==> src/rtl/deck_shuffler.sv <==
// Card deck builder and shuffler.
// Builds an ordered 52-card deck, optionally shuffles it in place with an
// LFSR-driven Fisher-Yates pass (rejection sampling on j), then deals cards
// one at a time through a valid/ready handshake.
module deck_shuffler (
  input  logic        clock_i,
  input  logic        reset_i,
  input  logic        start_i,
  input  logic        shuffle_en_i,
  input  logic [15:0] seed_i,
  output logic        busy_o,
  output logic        done_o,
  output logic        card_valid_o,
  input  logic        card_ready_i,
  output logic [7:0]  card_out_o,
  output logic [5:0]  cards_left_o
);

  localparam logic [1:0] S_IDLE    = 2'd0;
  localparam logic [1:0] S_INIT    = 2'd1;
  localparam logic [1:0] S_SHUFFLE = 2'd2;
  localparam logic [1:0] S_READY   = 2'd3;

  localparam logic [15:0] LFSR_DEFAULT = 16'hACE1;
  localparam logic [5:0]  LAST_IDX     = 6'd51;
  localparam logic [5:0]  DECK_SIZE    = 6'd52;

  logic [1:0]  state_q, state_d;
  logic [5:0]  idx_q, idx_d;     // INIT write pointer, then shuffle position i
  logic [1:0]  suit_q, suit_d;   // running idx/13 during INIT
  logic [3:0]  rank_q, rank_d;   // running idx%13+1 during INIT
  logic [15:0] lfsr_q, lfsr_d;
  logic        shuf_q, shuf_d;
  logic [5:0]  top_q, top_d;
  logic [5:0]  left_q, left_d;
  logic        done_q, done_d;

  logic [5:0]  deck [0:51];

  logic [5:0]  j_idx;
  logic        swap;
  logic        lfsr_fb;
  logic        valid;
  logic [5:0]  rd_idx;

  assign j_idx   = lfsr_q[5:0];
  assign swap    = (state_q == S_SHUFFLE) && (j_idx <= idx_q);
  assign lfsr_fb = lfsr_q[15] ^ lfsr_q[13] ^ lfsr_q[12] ^ lfsr_q[10];
  assign valid   = (state_q == S_READY) && (left_q != 6'd0);
  // top reaches 52 once the deck is empty; keep the read index in range.
  assign rd_idx  = (top_q < DECK_SIZE) ? top_q : 6'd0;

  assign busy_o       = (state_q == S_INIT) || (state_q == S_SHUFFLE);
  assign done_o       = done_q;
  assign card_valid_o = valid;
  assign card_out_o   = valid ? {2'b00, deck[rd_idx]} : 8'h00;
  assign cards_left_o = left_q;

  // Next-state logic for the controller, LFSR and deal pointers.
  always_comb begin
    state_d = state_q;
    idx_d   = idx_q;
    suit_d  = suit_q;
    rank_d  = rank_q;
    lfsr_d  = lfsr_q;
    shuf_d  = shuf_q;
    top_d   = top_q;
    left_d  = left_q;
    done_d  = 1'b0;
    case (state_q)
      S_IDLE, S_READY: begin
        if (start_i) begin
          // A restart always wins over a pending pop.
          state_d = S_INIT;
          shuf_d  = shuffle_en_i;
          lfsr_d  = (seed_i == 16'd0) ? LFSR_DEFAULT : seed_i;
          idx_d   = 6'd0;
          suit_d  = 2'd0;
          rank_d  = 4'd1;
          top_d   = 6'd0;
          left_d  = 6'd0;
        end else if (valid && card_ready_i) begin
          top_d  = top_q + 6'd1;
          left_d = left_q - 6'd1;
        end
      end
      S_INIT: begin
        idx_d = idx_q + 6'd1;
        if (rank_q == 4'd13) begin
          rank_d = 4'd1;
          suit_d = suit_q + 2'd1;
        end else begin
          rank_d = rank_q + 4'd1;
        end
        if (idx_q == LAST_IDX) begin
          if (shuf_q) begin
            state_d = S_SHUFFLE;
            idx_d   = LAST_IDX;
          end else begin
            state_d = S_READY;
            top_d   = 6'd0;
            left_d  = DECK_SIZE;
            done_d  = 1'b1;
          end
        end
      end
      default: begin // S_SHUFFLE
        lfsr_d = {lfsr_q[14:0], lfsr_fb};
        if (swap) begin
          idx_d = idx_q - 6'd1;
          if (idx_q == 6'd1) begin
            state_d = S_READY;
            top_d   = 6'd0;
            left_d  = DECK_SIZE;
            done_d  = 1'b1;
          end
        end
      end
    endcase
  end

  // Control and pointer registers with synchronous reset.
  always_ff @(posedge clock_i) begin
    if (reset_i) begin
      state_q <= S_IDLE;
      idx_q   <= 6'd0;
      suit_q  <= 2'd0;
      rank_q  <= 4'd1;
      lfsr_q  <= LFSR_DEFAULT;
      shuf_q  <= 1'b0;
      top_q   <= 6'd0;
      left_q  <= 6'd0;
      done_q  <= 1'b0;
    end else begin
      state_q <= state_d;
      idx_q   <= idx_d;
      suit_q  <= suit_d;
      rank_q  <= rank_d;
      lfsr_q  <= lfsr_d;
      shuf_q  <= shuf_d;
      top_q   <= top_d;
      left_q  <= left_d;
      done_q  <= done_d;
    end
  end

  // Deck storage: sequential fill during INIT, in-place swaps during SHUFFLE.
  always_ff @(posedge clock_i) begin
    if (!reset_i) begin
      if (state_q == S_INIT) begin
        deck[idx_q] <= {suit_q, rank_q};
      end else if (swap) begin
        deck[idx_q] <= deck[j_idx];
        deck[j_idx] <= deck[idx_q];
      end
    end
  end

endmodule
==> config.mk <==
export PLATFORM = sky130hd
export DESIGN_NAME = deck_shuffler
export DESIGN_NICKNAME = d
export VERILOG_FILES = /design/src/rtl/deck_shuffler.sv
export SDC_FILE = /design/constraint.sdc
export NUM_CORES = 1
export LEC_CHECK = 0
export CAP_MARGIN = 30
export CORE_MARGIN = 4
export CORE_UTILIZATION = 30
export CTS_BUF_LIST = sky130_fd_sc_hd__clkbuf_4 sky130_fd_sc_hd__clkbuf_8
export DETAILED_ROUTE_END_ITERATION = 10
export PLACE_DENSITY = 0.5
export SYNTH_ARGS = -nofsm -noshare
export SYNTH_HDL_FRONTEND = slang
export SYNTH_SLANG_ARGS = --single-unit
==> constraint.sdc <==
create_clock -name clock_i -period 3.35 [get_ports clock_i]
set_input_delay 0.67 -clock clock_i [delete_from_list [all_inputs] [get_ports clock_i]]
set_output_delay 0.67 -clock clock_i [all_outputs]
set_load 0.1 [all_outputs]
==> metrics.txt <==
post-synthesis register bit count=around 370; setup slack, reg-to-reg=90 ps; largest net degree at the start of global routing=53; Max Fclk=around 0.26 GHz; pre-CTS WS=-61.8 ps; H-tree level count=3; Int Pwr=~12 mW; sequential area share after synthesis=41.5%; CP most frequent cell=o21ai_0; critical path class=register to primary output; Syn. warnings=0; row count=106; Final #Nets=2291; TritonRoute pass-1 iters=5; clock transition at the registers of the reported paths=70 ps; dominant synthesized flop cell=edfxtp_1; Vias=slightly above 20000; first-pass GRT wire length=161 mm; layout cells sized above 1=between 20% and 30%; most frequent cells in the layout=mux2i_1 (477), edfxtp_1 (312), buf_4 (206); Port Buffers=35; number of synthesized flops with an enable pin=312; worst r2r src=idx_q[5]$_SDFFE_PP0P_; CP Max Fanout=12; synth unique cells=between 80 and 90; failing checks=negative setup slack; Peak VDD IR=between 0.9 and 1 mV; P_sw=10.9 mW; R2R Path End=deck[12][3]$_DFFE_PP_; commonest non-fill, non-tap cell in the layout=mux2i_1; minimum clock period=about 3800 ps; Initial Utilization=between 30% and 40%; DIE AREA=slightly below 90000 um2; Crit. End Element=primary output; status=finished with violations; fillers=about 8000; final hold violations=0; met1 Use GR=33.9%; met3 usage=under 10%; post-DR wirelength/cell=about 34 um; Max Root-Sink Buffers=3; TritonCTS clock tree=yes; drt first-iter violations=2777; Post-DRT Antenna Nets=0; Setup TNS=-2580 ps; final estimated routing congestion in global placement=a little under 1; Mapped Area=25300 um2; CTS Buf Count=about 70; Die Wd=between 200 and 300 um; Hold Path Depth=1; max_slew headroom=about a third; Worst Max-Slew Pin Slew=about 1000 ps; # IOs=38; GR peak layer=met2; crit-path cells=buf_4 > nand2_1 > nor2_1 > and2_1 > o21ai_0 > o21ai_0 > o311a_4 > buf_12; vias in the first global route=roughly 20000; CP max-delay cell=o21ai_0; worst reg2reg path depth=11; antenna violations before repair=5; Flop pwr share=25.7%; GR Util met2=between 30% and 40%; post-route cell area=29900 um2; Clk network pwr share=between 15 and 20%; combinational share of power=roughly 55%; dpl cell area=~28000 um2; post-synthesis cell count=around 2100; hold_ws=~480 ps; worst skew pair latency=700 ps; RSZ-0062 raised after global routing=yes; post-detail-place hpwl=83.4 mm; routed wire length=roughly 120 mm; die height=about 300 um; sequential cell area=10500 um2; Final Cycle Share=113%; DR vias/cell=between 6 and 7; post-layout util=between 30% and 40%; # DRC=0; Layout area overhead=18.5%; worst path required time=approximately 2700 ps; placeable core region=about 84000 um2; final slew viol count=0; final setup fails=6; max_cap viols=0; Hold Crit Class=register to register; WP buf/inv=2; Hold EP=lfsr_q[7]$_SDFFE_PP1P_; Pleak=~9.9 nW; Post-synth ARST share=0%; Root Buffer=clkbuf_8; total track usage=approximately 25%; clock skew=49.8 ps; CP Data Arrival Time=~3100 ps; multi-input logic area=roughly 14000 um2; Pwr Density=between 700 and 800 nW/um2; CTS Sinks=between 300 and 400; crit start category=register; crit-path leading delay family=compound AO/OA/AOI/OAI gates; worst setup margin=-452 ps; Crit path largest cell delay=approximately 540 ps; grt total ovfl=0; switching share of total power=between 40% and 50%; min-delay src=lfsr_q[7]$_SDFFE_PP1P_; syn_area_per_cell=11.9 um2
-- state kept, by name, indices dropped and copies added, names as in the netlist, named ones only --
signal,flops
cards_left_o,6
deck,312
done_o,1
idx_q,6
lfsr_q,16
rank_q,4
shuf_q,1
state_q,2
suit_q,2
top_q,6
-- worst max path at each step --
stage / from / to / cells after the start
3_5_place_dp: top_q[5]$_SDFFE_PP0P_ / card_out_o[5] / 8
6_report: top_q[3]$_SDFFE_PP0P_ / card_out_o[3] / 8
5_1_grt: top_q[3]$_SDFFE_PP0P_ / card_out_o[4] / 8
4_1_cts: top_q[3]$_SDFFE_PP0P_ / card_out_o[1] / 8
2_1_floorplan: cards_left_o[1]$_SDFFE_PP0P_ / card_out_o[0] / 6
3_3_place_gp: idx_q[2]$_SDFFE_PP0P_ / deck[48][4]$_DFFE_PP_ / 10
-- layer usage --
layer / part of all wire [%] / routed length [um]
met1: 41 / 47600
met2: 45 / 52100
met3: 8.5 / 9740
met4: 4.9 / 5610
met5: 0.0061 / 7
-- area by class of cell --
class	instances	share of cell area, %
Timing Repair Buffer	280	9.20
Multi-Input combinational cell	1502	46.0
Clock inverter	27	0.744
Tap cell	1080	4.52
Antenna cell	4	0.0335
Inverter	30	0.376
Clock buffer	96	3.93
Sequential cell	368	35.2
-- kinds of logic (layout without fill, tap and decap cells) --
kind of cell    count (synthesis)  after routing  synth area share (%)
compound gates                407            407                  11.3
xor+xnor                        9              9                 0.312
fa+ha+maj                      17             17                 0.842
buf+inv                       249            433                  4.98
flops                         368            368                  41.5
mux                           623            623                  30.8
other cells                     1              6                0.0148
simple gates                  444            444                  10.2
-- power by group through the flow --
stage | Combinational, mW | Clock (mW) | Sequential, mW
6_report | 12.7 | 4.57 | 5.99
5_1_grt | 13.1 | 4.90 | 6.02
4_1_cts | 12.5 | 4.67 | 5.99
3_5_place_dp | 12.3 | 0 | 6.14
3_3_place_gp | 12.1 | 0 | 6.14
2_1_floorplan | 7.38 | 0 | 5.89
-- per-stage QoR --
| stage | total power [mW] | instances |
|---|---|---|
| 2_1_floorplan | 13.3 | 2119 |
| 3_3_place_gp | 18.3 | 3245 |
| 3_5_place_dp | 18.4 | 3251 |
| 4_1_cts | 23.1 | 3382 |
| 5_1_grt | 24.1 | 3384 |
| 6_report | 23.3 | 3387 |
-- cell usage after synthesis (all sizes together) (5+ instances only) --
cell type,n,area (um2)
a211o,14,123
a211oi,27,263
a21o,5,37.5
a21oi,93,477
a221o,6,60.1
a221oi,14,123
a22oi,60,450
a31oi,10,62.6
and2,8,50.1
and3,12,75.1
buf,120,772
clkbuf,99,373
dfxtp,56,1120
edfxtp,312,9370
ha,17,213
inv,30,113
mux2,13,150
mux2i,490,4930
mux4,120,2700
nand2,124,473
nand2b,9,56.3
nand3,65,325
nand3b,5,37.5
nand4,13,81.3
nor2,93,417
nor2b,17,106
nor4,32,472
nor4b,5,68.8
o2111a,6,67.6
o2111ai,7,67.6
o211ai,7,52.6
o21a,7,52.6
o21ai,51,259
o21bai,19,143
o22ai,54,338
o311a,7,70.1
o31ai,6,45.0
or2,5,31.3
or3,24,150
or4,20,150
xnor2,6,52.6
-- timing repair --
item,CTS,global route
buffers inserted,6,1
gates resized for setup,38,16
cloned,2,0
setup endpoints to repair,6,24
pin swaps,7,7
hold buffers,0,0
Note: power is estimated with default switching activity, not from simulation.
